$ cat config.mk
export PLATFORM = sky130hd
export DESIGN_NAME = hazard_stall_unit
export DESIGN_NICKNAME = d
export VERILOG_FILES = /design/src/rtl/hazard_stall_unit.sv
export SDC_FILE = /design/constraint.sdc
export NUM_CORES = 1
export LEC_CHECK = 0
export BUFFER_PORTS_ARGS = -buffer_cell sky130_fd_sc_hd__buf_2
export CORE_MARGIN = 2
export CORE_UTILIZATION = 48
export CTS_BUF_LIST = sky130_fd_sc_hd__clkbuf_8
export DETAILED_ROUTE_END_ITERATION = 12
export PLACE_DENSITY = 0.91
export SYNTH_ARGS = -nofsm -noshare
export SYNTH_HDL_FRONTEND = slang
export SYNTH_SLANG_ARGS = --single-unit
export TNS_END_PERCENT = 5
$ cat constraint.sdc
create_clock -name clk -period 1.95 [get_ports clk]
set_input_delay 0.2925 -clock clk [delete_from_list [all_inputs] [get_ports clk]]
set_output_delay 0.2925 -clock clk [all_outputs]
set_load 0.1 [all_outputs]
$ cat src/rtl/hazard_stall_unit.sv
// hazard_stall_unit: load-use / branch / mul-div stall and flush control; optional stall counter via HAZARD_STALL_CNT_EN
module hazard_stall_unit #(
  parameter int MULDIV_LAT = 32,
  parameter int CNT_W = 8
) (
  input  logic       clk,
  input  logic       rst,
  input  logic [4:0] ifidrs,
  input  logic [4:0] ifidrt,
  input  logic       ifidusesrs,
  input  logic       ifidusesrt,
  input  logic       ifidbranch,
  input  logic       ifidhilo,
  input  logic       idexmemrd,
  input  logic       idexregwr,
  input  logic [4:0] idexregmuxout,
  input  logic       idexmuldiv,
  input  logic       exmemmemrd,
  input  logic [4:0] exmemregmuxout,
  input  logic       branchtaken,
`ifdef HAZARD_STALL_CNT_EN
  output logic [31:0] stallcnt,
`endif
  output logic       pcwr,
  output logic       ifidwr,
  output logic       idexbubble,
  output logic       ifidflush,
  output logic       muldivbusy
);
  typedef enum logic {IDLE, BUSY} state_t;
  state_t fsm;
  logic [CNT_W-1:0] cnt;
  logic m_ex, m_mem, stall;
  // operand match against EX/MEM destinations, then the four stall terms
  always_comb begin
    m_ex  = idexregmuxout != 5'd0 &&
            ((ifidusesrs && idexregmuxout == ifidrs) || (ifidusesrt && idexregmuxout == ifidrt));
    m_mem = exmemregmuxout != 5'd0 &&
            ((ifidusesrs && exmemregmuxout == ifidrs) || (ifidusesrt && exmemregmuxout == ifidrt));
    stall = (idexmemrd && m_ex) ||
            (ifidbranch && idexregwr && !idexmemrd && m_ex) ||
            (ifidbranch && exmemmemrd && m_mem) ||
            (fsm == BUSY && ifidhilo);
  end
  // pipeline controls; reset holds the pipe frozen with a bubble
  always_comb begin
    pcwr       = !rst && !stall;
    ifidwr     = !rst && !stall;
    idexbubble = rst || stall;
    ifidflush  = !rst && branchtaken && !stall;
    muldivbusy = !rst && fsm == BUSY;
  end
  // mul/div countdown; a launch while busy is ignored
  always_ff @(posedge clk) begin
    if (rst) begin
      fsm <= IDLE;
      cnt <= '0;
    end else if (fsm == IDLE) begin
      if (idexmuldiv) begin
        fsm <= BUSY;
        cnt <= CNT_W'(MULDIV_LAT - 1);
      end
    end else if (cnt == CNT_W'(1)) begin
      fsm <= IDLE;
      cnt <= '0;
    end else begin
      cnt <= cnt - CNT_W'(1);
    end
  end
`ifdef HAZARD_STALL_CNT_EN
  // free-running count of stalled cycles, wraps naturally
  always_ff @(posedge clk) begin
    if (rst) stallcnt <= '0;
    else if (stall) stallcnt <= stallcnt + 32'd1;
  end
`endif
endmodule

======== After elaboration in Yosys (flattened, before gate mapping) ========
Index checks and enable logic that the tools add are counted.
operators by class
  add/sub/neg operators ................... 1
  eq/ne operators ......................... 5
  reductions and logical operators ........ 29
  multiplexer cells ....................... 6
operators with widths
  operator                                          count
  2-to-1 mux 8 bit                                  3
  == test 5 bit                                     4
  logical AND 1 bit                                 17
  nonzero test 5 bit                                2
  == test 8 x 1 -> 1 bit, second input constant     1
  subtractor 8 x 1 -> 8 bit, second input constant  1
  logical OR 1 bit                                  6
  logical NOT 1 bit                                 3
  2-to-1 mux 1 bit                                  3
  nonzero test 2 bit                                1
storage, ports and cells
  logic and storage cells ................. 43
  output and inout bits ................... 5
  register bits ........................... 9
  input bits .............................. 31

======== Depth between registers and ports, before layout ========
  depth after elaboration ................. 10
  depth in mapped cells ................... 7

======== Worst setup path after synthesis ========
No wires, ideal clock.
  kind .................................... input-to-output
  start ................................... input port exmemregmuxout[1]
  end ..................................... output port pcwr
  path slack .............................. -0.641 ns
  stages on the path ...................... 4
  data arrival time ....................... 2.299 ns
  cell sequence ........................... or4_1 > o2111ai_1 > and3_1 > buf_4
on the way
  longest elaborated chain between the ends .. 9
  elaborated cells between the ends (all ways) .. 12
ends and longest elaborated chain
  item                 RTL line  source
  start: declaration   19        input logic [4:0] exmemregmuxout,
  == test 5 bit        39        ((ifidusesrs && exmemregmuxout == ifidrs) || (ifidusesrt && exmemregmuxout == ifidrt));
  logical AND 1 bit    39
  logical OR 1 bit     39
  logical AND 1 bit *  38        m_mem = exmemregmuxout != 5'd0 &&
  logical AND 1 bit *  42        (ifidbranch && exmemmemrd && m_mem) ||
  logical OR 1 bit *   41        (ifidbranch && idexregwr && !idexmemrd && m_ex) ||
  logical OR 1 bit *   42
  logical NOT 1 bit *  -
  logical AND 1 bit *  -
  end: declaration     24        output logic pcwr,
Mark *: on every way between the ends. The rest lies on a longest branch, timed or not.

======== Final worst setup path ========
  start ................................... input port ifidrt[3]
  end ..................................... output port ifidwr
on the way
  longest elaborated chain between the ends .. 10
  elaborated cells between the ends (all ways) .. 16
ends and longest elaborated chain
  item                                  RTL line  source
  start: declaration                    9         input logic [4:0] ifidrt,
  == test 5 bit                         37        ((ifidusesrs && idexregmuxout == ifidrs) || (ifidusesrt && idexregmuxout == ifidrt));
  logical AND 1 bit                     37
  logical OR 1 bit                      37
  logical AND 1 bit                     36        m_ex = idexregmuxout != 5'd0 &&
  logical AND 1 bit (on tied branches)  40, 41
  logical OR 1 bit                      40        stall = (idexmemrd && m_ex) ||
  logical OR 1 bit *                    41
  logical OR 1 bit *                    42
  logical NOT 1 bit *                   48        ifidwr = !rst && !stall;
  logical AND 1 bit *                   48
  end: declaration                      25        output logic ifidwr,
Marked as above.

==> reports/metrics.yaml <==
start_kind: "primary input"
drv_cap: 0
synth_cells: 98
min_from: "rst"
drt_first_pass_iters: 4
violations: "negative setup slack"
ctsRootBufferMaster: "clkbuf_8"
slew_violations: 0
vias: 1022
gp_congestion: 0.8889
cts_tree: "done"
hold_buffers: 0
start_util_pct: 51.64
finalClockSkew_ns: 0.0005335
final-setup-viol-count: 4
pwr-share-clk_pct: 27.6
critPathMaxFanout: 3
max_slew_margin_pct: 68.12
final_area_um2: 1224
hold_depth: 2
numCtsBuffers: 3
vdd_drop_max_v: 0.0006803
core_area_um2: 1524
setup_slack_ns: -0.1016
drc: 0
place_area_um2: 1107
diodes: 0
grt_max_degree: 12
yosysWarnings: 0
hold_path.class: "in -> reg"
finalPower_mw: 0.7684
finalHoldViolCount: 0
dieArea_um2: 1979
cts.sinks: 9
clockBufferDepth: 2
clock_latency_ns: 0.23
most-common-layout-cells: "25 x buf_2, 12 x xnor2_1, 11 x buf_4, 10 x nor2_1, 9 x dfxtp_1"
grt_setup_unrepaired: "true"
n_fill_cell: 86
worstSetupPathType: "in -> out"
antenna_found_initial: 0
drt-initial-drc-count: 39
io-pin-count: 36
ys_seq_area_share_pct: 22.89
status: "finished, violations left"
avgRoutedWirePerCell_um: 17.93
worstSetupStartpoint: "ifidrt[3]"
ys_ff_latch: 9
grt_pass1_vias: 941
tightest_slew_ns: 0.4815
pwr-share-comb_pct: 43.0
cts_max_level: 1
ant_nets: 0
port_buffers: 35
nNetsFinal: 179
rows: 14
grtUsageMet2_pct: 48.99
layout.cells.most_common: "buf_2"
intPower_mw: 0.4842
power.leakage_nw: 0.5204
fin_util_pct: 80.30
syn-mean-instance-area_um2: 8.031
gr-usage-met3_pct: 8.163
seq_power_share_pct: 29.4
routed_wl_um: 2887
dp_hpwl_um: 1817
grt_use_met1_pct: 33.33
syn2layout_area_growth_pct: 55.48
switching_share_pct: 36.99
synthDistinctLibCells: 37
hold_ws_ns: 0.3609
r2r.worst_path.cells: 7
die_x_um: 44.49
period_minus_slack_ns: 2.052
grt_pass1_wl_um: 4195
crit_required_ns: 1.66
clk_pin_slew_ns: 0.04
period_share_pct: 105.2
via_per_inst: 6.348
setup_tns_ns: -0.2811
die-height_um: 44.49
r2r_start: "cnt[1]"
layout-drive-gt1-share_pct: 42.76
grtUsageTotal_pct: 28.70
p_per_area_nw_per_um2: 628.0
overflow: 0
arrival_ns: 1.76
p_switching_mw: 0.2842
synthesis.nets: 131
fmax_mhz: 487.4
endpoint_kind: "primary output"
top_usage_layer: "met2"
synth_area_um2: 787.0
-- cell type report --
type	count	area (µm²)	share of cell area [%]
Multi-Input combinational cell	83	611.8	50.00
Timing Repair Buffer	46	355.3	29.04
Sequential cell	9	180.2	14.72
Clock buffer	3	41.29	3.374
Tap cell	16	20.02	1.636
Inverter	3	11.26	0.9202
Clock inverter	1	3.754	0.3067
-- registers in the layout, indices dropped and copies added (netlist names) --
| name | count |
|---|---|
| cnt | 8 |
| fsm | 1 |
-- synthesized netlist by cell type, drive strengths merged --
cell / n / share of area (%)
a211o: 1 / 1.1
a211oi: 2 / 1.9
a21oi: 9 / 6.2
a311oi: 2 / 2.2
a31o: 1 / 1.1
a31oi: 1 / 0.80
and3: 1 / 0.80
and4: 1 / 1.1
buf: 2 / 1.6
clkbuf: 1 / 0.48
dfxtp: 9 / 23
ha: 2 / 3.2
inv: 3 / 1.4
nand2: 5 / 2.4
nand2b: 1 / 0.80
nand3: 3 / 1.9
nand4: 2 / 1.6
nand4b: 1 / 1.1
nor2: 10 / 4.8
nor3: 2 / 1.3
nor4: 4 / 3.2
o2111ai: 1 / 1.1
o21ai: 3 / 1.9
o22a: 1 / 1.1
o22ai: 1 / 0.80
o41a: 1 / 2.7
or2: 1 / 0.80
or2b: 1 / 0.95
or3: 2 / 1.7
or4: 3 / 3.0
or4b: 1 / 1.7
xnor2: 12 / 13
xor2: 8 / 8.9
-- power by group through the flow --
stage	Combinational [mW]	Sequential [mW]	Clock (mW)
finish	0.331	0.226	0.212
global route	0.350	0.228	0.220
CTS	0.308	0.222	0.212
floorplan	0.184	0.221	0
detailed placement	0.296	0.225	0
global placement	0.285	0.224	0
-- worst paths after layout --
path / end / slack (ns)
worst max-delay path: ifidwr / -0.10
worst min-delay path: cnt[2] / 0.36
worst max register to register: cnt[2] / 0.08
worst min register to register: cnt[7] / 0.50
-- metal layers --
layer / routed length (µm) / vias to the layer above / share of wire (%)
met5: 0 / - / 0
met4: 134 / 0 / 4.6
met3: 254 / 18 / 8.8
met2: 1415 / 76 / 49
met1: 1083 / 471 / 38
li1: - / 457 / -
-- cells by family (layout without fill, tap and decap cells) --
group / Yosys count / in the layout / synth area share [%]
adder cells (fa/ha/maj): 2 / 2 / 3.179
buffers and inverters: 6 / 53 / 3.497
XOR/XNOR: 20 / 20 / 22.26
AO/OA/AOI/OAI: 23 / 23 / 20.99
flip-flops: 9 / 9 / 22.89
AND/OR/NAND/NOR: 38 / 38 / 27.19
-- worst max-delay path, cell delays in order --
cell	delay, ns
buf_6	0.10
xor2_1	0.17
nor4_1	0.36
nand3_1	0.11
a211o_1	0.35
and3_4	0.22
buf_12	0.16
-- through the flow --
step | instances | setup slack [ns]
detailed placement | 156 | -0.1143
global route | 161 | -0.1211
global placement | 156 | -0.06659
floorplan | 98 | -0.2213
CTS | 161 | -0.05327
finish | 161 | -0.1016
-- what timing repair did --
item	in CTS	in global routing
pin swaps	6	5
endpoints found under the hold margin	0	0
resized for setup	5	7
buffers inserted	1	0
endpoints found under the setup margin	4	5
No activity file was read; power rests on OpenSTA's default activity.
